<file path="config.mk">
export PLATFORM = sky130hd
export DESIGN_NAME = mod11_count_monitor
export DESIGN_NICKNAME = d
export VERILOG_FILES = /design/src/rtl/mod11_count_monitor.sv
export SDC_FILE = /design/constraint.sdc
export NUM_CORES = 1
export LEC_CHECK = 0
export ABC_AREA = 1
export BUFFER_PORTS_ARGS = -buffer_cell sky130_fd_sc_hd__buf_2
export CORE_AREA = 5 5 55 57
export DETAILED_ROUTE_END_ITERATION = 10
export DIE_AREA = 0 0 60 62
export GPL_TIMING_DRIVEN = 0
export PLACE_DENSITY = 0.75
export SKIP_LAST_GASP = 1
export SLEW_MARGIN = 30
export SYNTH_ARGS = -nofsm -noshare
export SYNTH_HDL_FRONTEND = slang
export SYNTH_SLANG_ARGS = --single-unit
</file>
<file path="constraint.sdc">
create_clock -name clk -period 2.3 [get_ports clk]
set_clock_uncertainty 0.1 [all_clocks]
set_input_delay 0.46 -clock clk [delete_from_list [all_inputs] [get_ports clk]]
set_output_delay 0.46 -clock clk [all_outputs]
set_load 0.01 [all_outputs]
</file>
<file path="src/rtl/mod11_count_monitor.sv">
// Observer for a mod-MOD counter: classifies each sampled transition, emits
// one-cycle event pulses, and keeps wrap/jump statistics plus a sticky error flag.
module mod11_count_monitor #(
  parameter int MOD    = 11,
  parameter int WRAP_W = 8,
  parameter int JUMP_W = 4
) (
  input  logic              clk,
  input  logic              rst,
  input  logic [3:0]        count_in,
  input  logic              clr_stats,
  output logic              wrap_pulse,
  output logic              step_pulse,
  output logic              stall_pulse,
  output logic              jump_pulse,
  output logic              illegal_pulse,
  output logic [WRAP_W-1:0] wrap_cnt,
  output logic [JUMP_W-1:0] jump_cnt,
  output logic              err_flag
);

  typedef enum logic [2:0] {
    EV_NONE,
    EV_ILLEGAL,
    EV_WRAP,
    EV_STEP,
    EV_STALL,
    EV_JUMP
  } event_e;

  // Five-bit compares let MOD reach 16 and keep prev = 15 from matching prev + 1.
  localparam logic [4:0] MOD_L  = 5'(MOD);
  localparam logic [4:0] LAST_L = 5'(MOD - 1);

  logic [3:0] prev;
  logic       prev_valid;
  event_e     ev;
  logic [4:0] cur5;
  logic [4:0] prev5;

  assign cur5  = {1'b0, count_in};
  assign prev5 = {1'b0, prev};

  // Priority chain: exactly one class fires once prev holds a real sample.
  always_comb begin
    // NOTE: every combinational output gets a default first, so no path leaves it unassigned and no latch is inferred.
    ev = EV_NONE;
    if (prev_valid) begin
      if (cur5 >= MOD_L)                               ev = EV_ILLEGAL;
      else if (prev5 == LAST_L && cur5 == 5'd0)        ev = EV_WRAP;
      else if (cur5 == prev5 + 5'd1 && prev5 < LAST_L) ev = EV_STEP;
      else if (cur5 == prev5)                          ev = EV_STALL;
      else                                             ev = EV_JUMP;
    end
  end

  always_ff @(posedge clk) begin
    if (rst) begin
      prev          <= '0;
      prev_valid    <= 1'b0;
      wrap_pulse    <= 1'b0;
      step_pulse    <= 1'b0;
      stall_pulse   <= 1'b0;
      jump_pulse    <= 1'b0;
      illegal_pulse <= 1'b0;
      wrap_cnt      <= '0;
      jump_cnt      <= '0;
      err_flag      <= 1'b0;
    end else begin
      // NOTE: non-blocking assignments here so every register samples pre-edge values, independent of statement order.
      prev          <= count_in;
      prev_valid    <= 1'b1;
      wrap_pulse    <= (ev == EV_WRAP);
      step_pulse    <= (ev == EV_STEP);
      stall_pulse   <= (ev == EV_STALL);
      jump_pulse    <= (ev == EV_JUMP);
      illegal_pulse <= (ev == EV_ILLEGAL);

      // Clear beats a same-cycle event on the statistics; the pulse above still fires.
      if (clr_stats) begin
        wrap_cnt <= '0;
        jump_cnt <= '0;
        err_flag <= 1'b0;
      end else begin
        if (ev == EV_WRAP)
          wrap_cnt <= wrap_cnt + WRAP_W'(1);
        if (ev == EV_JUMP && jump_cnt != {JUMP_W{1'b1}})
          jump_cnt <= jump_cnt + JUMP_W'(1);
        if (ev == EV_ILLEGAL)
          err_flag <= 1'b1;
      end
    end
  end

endmodule

</file>
==> metrics.yaml, run 1 <==
run_status:
  status: "complete, no violations"
global_routing:
  grt_pass1_vias: 1080
  track_usage_pct: 16.55
  grt_pass1_wl_um: 4643
  grt-ovfl-total: 0
  antenna_found_initial: 0
  grt_max_degree: 13
logic_synthesis:
  netlist_area_um2: 1264
  ys_top_cells_by_area: "dfxtp_1 (36%), nand2_1 (10%), nand4_1 (7.4%), inv_1 (5.9%), nor2_1 (5.0%)"
  synth-seq-area-share_pct: 36.44
  synth_area_per_cell_um2: 7.522
  synth_ff_type: "dfxtp_1"
  synth_nets: 179
  yosysWarnings: 0
  synth-edff-count: 0
  synth-async-reset-ratio_pct: 0
  netlist_instances: 168
  yosys.area.top_type: "dfxtp_1"
  ys_ff_latch: 23
  synth_cell_type_count: 27
  synth_top_area_share_pct: 36.44
routing:
  dr.pass1.iters: 4
  antenna_left: 0
  wire_per_inst_um: 12.15
  via_per_inst: 5.129
  via_count: 1154
  drc: 0
  drtIter0Drc: 36
  wl_um: 2734
critical_path:
  end_kind: "flop"
  crit_path_frequent_cell: "nand2_1"
  slowest_delay_ps: 470
  crit_family: "simple AND/OR/NAND/NOR gates"
  cp_num_buf_inv: 3
  crit_arrival_ps: 2130
  cp_max_fo: 10
  worstSetupPathType: "reg -> reg"
  r2r-start: "prev[0]"
  cp_slowest_cell: "dfxtp_1"
  startpoint_type: "flop"
  crit_required_ps: 2450
  worstReg2RegEnd: "wrap_cnt[0]"
  r2r_cells: 12
  rrSetupSlack_ps: 320
  crit_chain: "inv_1 -> ha_1 -> inv_1 -> nand2_1 -> nand2_1 -> nand2_1 -> nor2_1 -> nand3_2 -> nand2_4 -> buf_8 -> nand4_1 -> a21oi_1"
finish:
  nNetsFinal: 207
  reg_top3: "wrap_cnt (8), jump_cnt (4), prev (4)"
  ff_latch_area_um2: 460.4
  nFillCells: 230
  layout-drive-gt1-share_pct: 25.13
  regMostFlops: "wrap_cnt"
  final_area_um2: 1443
  final_cells: 225
  multi_input_area_um2: 689.4
  synthToLayoutAreaGrowth_pct: 14.16
  antennaDiodeCount: 0
  largest_reg_flops: 8
run:
  max-cap-violations: 0
clock_network:
  ctsHoldBuffers: 0
  path_clk_slew_ps: 130
  clockBufferDepth: 2
  ctsResizeCount: 0
  insertion_delay_ps: 310
  clock_sinks: 23
  cts_inserted_buffers: 3
  postCtsSetupBuffers: 0
  cts_root_buf: "clkbuf_4"
  cts.htree.levels: 1
  cts_tree: "built"
timing:
  setup_viol: 0
  grt_setup_unrepaired: "false"
  fmax_ghz: 0.5046
  finalHoldViolations: 0
  fin_crit_sh_pct: 86.17
  layout_min_cycle_time_ps: 1982
  fin_tns_setup_ps: 0
  report.final.slew_viol_count: 0
  worst_pin_slew_ps: 456.0
  timing.slew.headroom_pct: 69.60
pwr:
  p_leak_nw: 0.6969
  pwr_density_cell_nw_per_um2: 490.2
  ir_worst_vdd_uv: 346.4
floorplan:
  die_w_um: 60
  start_util_pct: 51.95
  dieHeight_um: 62
  core_um2: 2432
  rows: 18
  die_area_um2: 3720
  ios: 25
placed_design:
  io_buffers: 23
  gp_congestion: 0.8881
  place_area_um2: 1416
  dp_cells: 221
  dp_hpwl_um: 2125
worst_hold_path:
  hold_end: "jump_cnt[0]"
  min-delay-start: "clr_stats"
  hold_class: "in -> reg"
  holdPathStages: 4
==> Yosys cell counts, types with 3 or more instances <==
master	instances
nand2_1	35
dfxtp_1	23
inv_1	20
nor2_1	17
nand4_1	15
a21oi_1	12
nand2_2	5
xnor2_1	5
xor2_1	5
ha_1	4
nand3_1	4
inv_2	3
nor2_2	3
==> where the power goes <==
part           total, mW  internal (mW)  switching [mW]  leakage (nW)
registers          0.415          0.407         0.00823         0.187
clock network      0.191         0.0678           0.123        0.0150
logic              0.101         0.0337          0.0676         0.495
==> worst register-to-register path: cells and delay by family (launching register included) <==
kind | cells | cell delay, ps
flops | 1 | 470
compound gates | 1 | 170
simple gates | 7 | 630
buf+inv | 3 | 270
fa+ha+maj | 1 | 300
==> layout make-up <==
type / instances / share of cell area, %
Clock buffer: 4 / 1.821
Multi-Input combinational cell: 118 / 47.79
Tap cell: 30 / 2.602
Buffer: 4 / 1.908
Sequential cell: 23 / 31.92
Timing Repair Buffer: 23 / 7.979
Inverter: 23 / 5.984
==> stage by stage <==
| stage | hold WS, ps | setup slack (ps) | power [mW] | util [%] |
|---|---|---|---|---|
| CTS | 291.8 | 310.5 | 0.7112 | 59.31 |
| detailed placement | 338.9 | 351.1 | 0.5259 | 58.23 |
| global route | 300.6 | 132.0 | 0.7461 | 59.31 |
| finish | 289.2 | 318.2 | 0.7071 | 59.31 |
| floorplan | 374.0 | 583.6 | 0.4974 | - |
| global placement | 336.9 | 392.6 | 0.5223 | 58.23 |
==> cells by family after synthesis <==
family,count (synthesis),share of synthesized area [%]
AOI/OAI and AO/OA,14,5.842
xor gates and xnor gates,10,6.930
adders and majority gates,4,3.961
buffers and inverters,27,9.009
DFF,23,36.44
and+or+nand+nor,90,37.82
==> worst max-delay path by stage <==
| stage | from | to | slack (ps) | cells past startpoint |
|---|---|---|---|---|
| final | prev[0] | wrap_cnt[0] | 320 | 12 |
| after floorplan | prev[0] | jump_cnt[2] | 580 | 13 |
| after detailed placement | prev[0] | wrap_cnt[0] | 350 | 12 |
| after global placement | count_in[3] | wrap_cnt[7] | 390 | 11 |
| after CTS | prev[0] | wrap_cnt[0] | 310 | 12 |
| after global routing | prev[0] | wrap_cnt[0] | 130 | 12 |
==> layer usage <==
metal  vias up  track usage [%]  part of all wire [%]
li1        598                -                     -
met1       524            20.85                    46
met2        27            28.24                    47
met3         5            2.686                   5.0
met4         0            6.646                   1.5
met5         -                0                     0
==> cells in the final DEF (no fill, tap or decap), types with 2 or more instances in the layout <==
cell      instances
a21oi_1          12
nand2_2           5
inv_2             3
nand3_1           4
xor2_1            5
ha_1              4
inv_1            20
clkbuf_1          3
clkbuf_4          3
nand2_1          35
dfxtp_1          23
nor2_2            3
nor2_1           17
buf_2            24
nand4_1          15
xnor2_1           5
nand2_4           2
nor2_4            2
(Power assumes the default switching activity.)
==> run 2, diff against run 1 <==
Settings changed: ABC_AREA 1 to not set, BUFFER_PORTS_ARGS -buffer_cell sky130_fd_sc_hd__buf_2 to -buffer_cell sky130_fd_sc_hd__clkbuf_2, CORE_AREA 5 5 55 57 to 5 5 52 54, DIE_AREA 0 0 60 62 to 0 0 57 59.
==> run 2 against run 1 <==
Compared with the run above:
- global-route usage is 1.6 points lower
- design area down 8.3%
- non-clock buffer count up 5
- synthesized cell count shrank 28%
- sequential cell count did not move
- register-to-register slack lost 240 ps
- via count is 13% lower
- area after synthesis down 14%
- clock-buffer cell count fell by 1
- critical path type unchanged
- largest cell class unchanged
- largest power group unchanged
==> metrics.yaml, run 2 <==
clock_network:
  cts_root_buf: "clkbuf_4"
  ctsHoldBuffers: 0  # unchanged
  insertion_delay_ps: 310  # about the same
  cts_tree: "built"
  clockBufferDepth: 2  # unchanged
  clock_sinks: 23  # unchanged
  cts_inserted_buffers: 3  # unchanged
  path_clk_slew_ps: 120  # about the same
  cts.htree.levels: 1  # unchanged
placed_design:
  dp_cells: 173  # -22%
  dpl_worst_slack_ps: -156.7  # -507.7 ps
  io_buffers: 24  # +4.3%
  gp_congestion: 0.8473  # -4.6%
  dp_hpwl_um: 1758  # -17%
  place_area_um2: 1245  # -12%
logic_synthesis:
  yosys.cell_count.top_type: "dfxtp_1"
  synth_top_family_by_area: "simple AND/OR/NAND/NOR gates"
  synth-edff-count: 0  # unchanged
  synth-seq-area-share_pct: 42.25  # +5.8 points
  yosys.area.top_type: "dfxtp_1"
  synth_mux_area_share_pct: 0  # unchanged
  synth_compound_area_share_pct: 16.99  # +11 points
  synth_top_area_share_pct: 42.25  # +5.8 points
  synth_ff_type: "dfxtp_1"
  synth-async-reset-ratio_pct: 0  # unchanged
  synth_xor_area_share_pct: 5.626  # -1.3 points
  synth_cell_type_count: 29  # +7.4%
  synth_nets: 132  # -26%
  ys_top_cells_by_area: "dfxtp_1 (42%), a21oi_1 (5.5%), o31ai_1 (5.5%), or4_1 (4.8%), xor2_1 (4.8%)"
  ys_ff_latch: 23  # unchanged
  yosys.area_share.simple_pct: 26.98  # -11 points
  synth_fa_ha_area_share_pct: 4.592  # +0.63 points
  yosysWarnings: 0  # unchanged
  netlist_instances: 121  # -28%
  netlist_area_um2: 1090  # -14%
  synth_area_per_cell_um2: 9.007  # +20%
  synthTopCellsByCount: "dfxtp_1 (23), a21oi_1 (12), nand3_1 (10), o31ai_1 (8), or4_1 (7)"
floorplan:
  ios: 25  # unchanged
  rows: 17  # -1
  die_w_um: 57  # -5.0%
  die_area_um2: 3363  # -9.6%
  core_um2: 2170  # -11%
  start_util_pct: 50.23  # -1.7 points
  dieHeight_um: 59  # -4.8%
finish:
  layout-drive-gt1-share_pct: 27.63  # +2.5 points
  nFillCells: 219  # -4.8%
  final_cell_mix: "clkbuf_2 (26), dfxtp_1 (21), a21oi_1 (11)"
  nNetsFinal: 164  # -21%
  layout_commonest_cell: "clkbuf_2"
  final_area_um2: 1323  # -8.3%
  largest_reg_flops: 8  # unchanged
  final_cells: 180  # -20%
  antennaDiodeCount: 0  # unchanged
  synthToLayoutAreaGrowth_pct: 21.35
  regMostFlops: "wrap_cnt"
  reg_top3: "wrap_cnt (8), jump_cnt (4), prev (4)"
critical_path:
  r2r_cells: 8  # -4
  crit_required_ps: 2460  # about the same
  crit_arrival_ps: 2380  # +250 ps
  cp_max_fo: 10  # unchanged
  worstReg2RegEnd: "wrap_cnt[4]"
  end_kind: "flop"
  startpoint_type: "flop"
  r2r-start: "prev[0]"
  rrSetupSlack_ps: 80  # -240 ps
  worstSetupPathType: "reg -> reg"
routing:
  dr.pass1.iters: 4  # unchanged
  drtIter0Drc: 13  # -64%
  drc: 0  # unchanged
  wire_per_inst_um: 13.43  # +11%
  via_per_inst: 5.567  # +8.5%
  wl_um: 2418  # -12%
  antenna_left: 0  # unchanged
  via_count: 1002  # -13%
timing:
  setup_ws_ps: 78.55  # -239.6 ps
  grt_setup_unrepaired: "true"
  fin_tns_setup_ps: 0  # unchanged
  timing.slew.headroom_pct: 54.39  # -15 points
  layout_min_cycle_time_ps: 2221  # +239.6 ps
  fin_crit_sh_pct: 96.58  # +10 points
  setup_viol: 0  # unchanged
  finalHoldViolations: 0  # unchanged
  fmax_ghz: 0.4502  # -11%
  worst_pin_slew_ps: 676.9  # +220.9 ps
  report.final.slew_viol_count: 0  # unchanged
pwr:
  p_sw_share_pct: 26.36  # -1.8 points
  ir_worst_vdd_uv: 359.9  # +3.9%
  switchingPower_mw: 0.1823  # -8.3%
  pwr_density_cell_nw_per_um2: 523.0  # +6.7%
  combPwrFrac_pct: 13.4  # -0.9 points
  pwr-share-seq_pct: 59.7  # +1.0 points
  power.share.clock_pct: 26.9  # about the same
  power.internal_mw: 0.5094  # +0.23%
  p_leak_nw: 0.5403  # -22%
  power_mw: 0.6917  # -2.2%
global_routing:
  grt_max_degree: 14  # +1
  grt_pass1_vias: 946  # -12%
  grt-ovfl-total: 0  # unchanged
  grt_pass1_wl_um: 3995  # -14%
  antenna_found_initial: 0  # unchanged
  track_usage_pct: 14.91  # -1.6 points
worst_hold_path:
  holdPathStages: 2  # -2
  hold_end: "prev[0]"
  hold_class: "in -> reg"
  min-delay-start: "count_in[0]"
run_status:
  status: "complete, no violations"
run:
  max-cap-violations: 0  # unchanged
run 2: layer usage:
layer,up-vias,GRT usage (%),part of all wire [%]
met2,20,27.57,54
met4,0,5.960,1.5
li1,513,-,-
met3,5,2.832,4.1
met1,464,16.80,41
met5,-,0,0
run 2: metrics by stage:
stage               hold WS (ps)  util (%)
floorplan                  329.3         -
global placement           337.2     57.38
detailed placement         348.5     57.38
CTS                        300.7     59.05
global route               276.8     60.96
finish                     305.4     60.96
run 2: layout make-up:
| type | instances | area [um2] | area share (%) |
|---|---|---|---|
| Sequential cell | 23 | 462.9 | 35.00 |
| Timing Repair Buffer | 27 | 142.6 | 10.79 |
| Tap cell | 28 | 35.03 | 2.649 |
| Clock inverter | 1 | 5.005 | 0.3784 |
| Buffer | 5 | 25.02 | 1.892 |
| Multi-Input combinational cell | 88 | 610.6 | 46.17 |
| Inverter | 5 | 18.77 | 1.419 |
| Clock buffer | 3 | 22.52 | 1.703 |
run 2: what timing repair did:
item / in CTS / in global routing
setup buffers: 1 / 2
setup endpoints to repair: 6 / 12
resized for setup: 1 / 10
pin swaps: 0 / 4
run 2: worst max-delay path, stage by stage (launching register included):
cell,delay [ps]
dfxtp_2,350
inv_1,40
ha_1,290
xor2_1,130
nand3_1,130
o31a_1,300
buf_4,170
or4_1,520
a21oi_2,140
run 2: power by group through the flow:
stage | clock, mW | sequential (mW) | combinational [mW]
after floorplan | 0 | 0.423 | 0.0520
after global placement | 0 | 0.422 | 0.0757
final | 0.186 | 0.413 | 0.0926
after global routing | 0.216 | 0.415 | 0.102
after detailed placement | 0 | 0.422 | 0.0786
after CTS | 0.193 | 0.413 | 0.0808
run 2: worst max-delay path by stage:
| stage | end | slack (ps) | from | cells past startpoint |
|---|---|---|---|---|
| floorplan | jump_cnt[3] | 70 | prev[0] | 7 |
| global placement | wrap_cnt[4] | -60 | count_in[2] | 7 |
| detailed placement | wrap_cnt[6] | -160 | count_in[2] | 7 |
| CTS | jump_cnt[3] | 30 | prev[0] | 7 |
| global route | wrap_cnt[4] | -30 | prev[0] | 8 |
| finish | wrap_cnt[4] | 80 | prev[0] | 8 |
run 2: cell families after synthesis:
group | Yosys count
and+or+nand+nor | 47
AOI/OAI and AO/OA | 30
DFF | 23
buffers and inverters | 10
xor gates and xnor gates | 7
adders and majority gates | 4
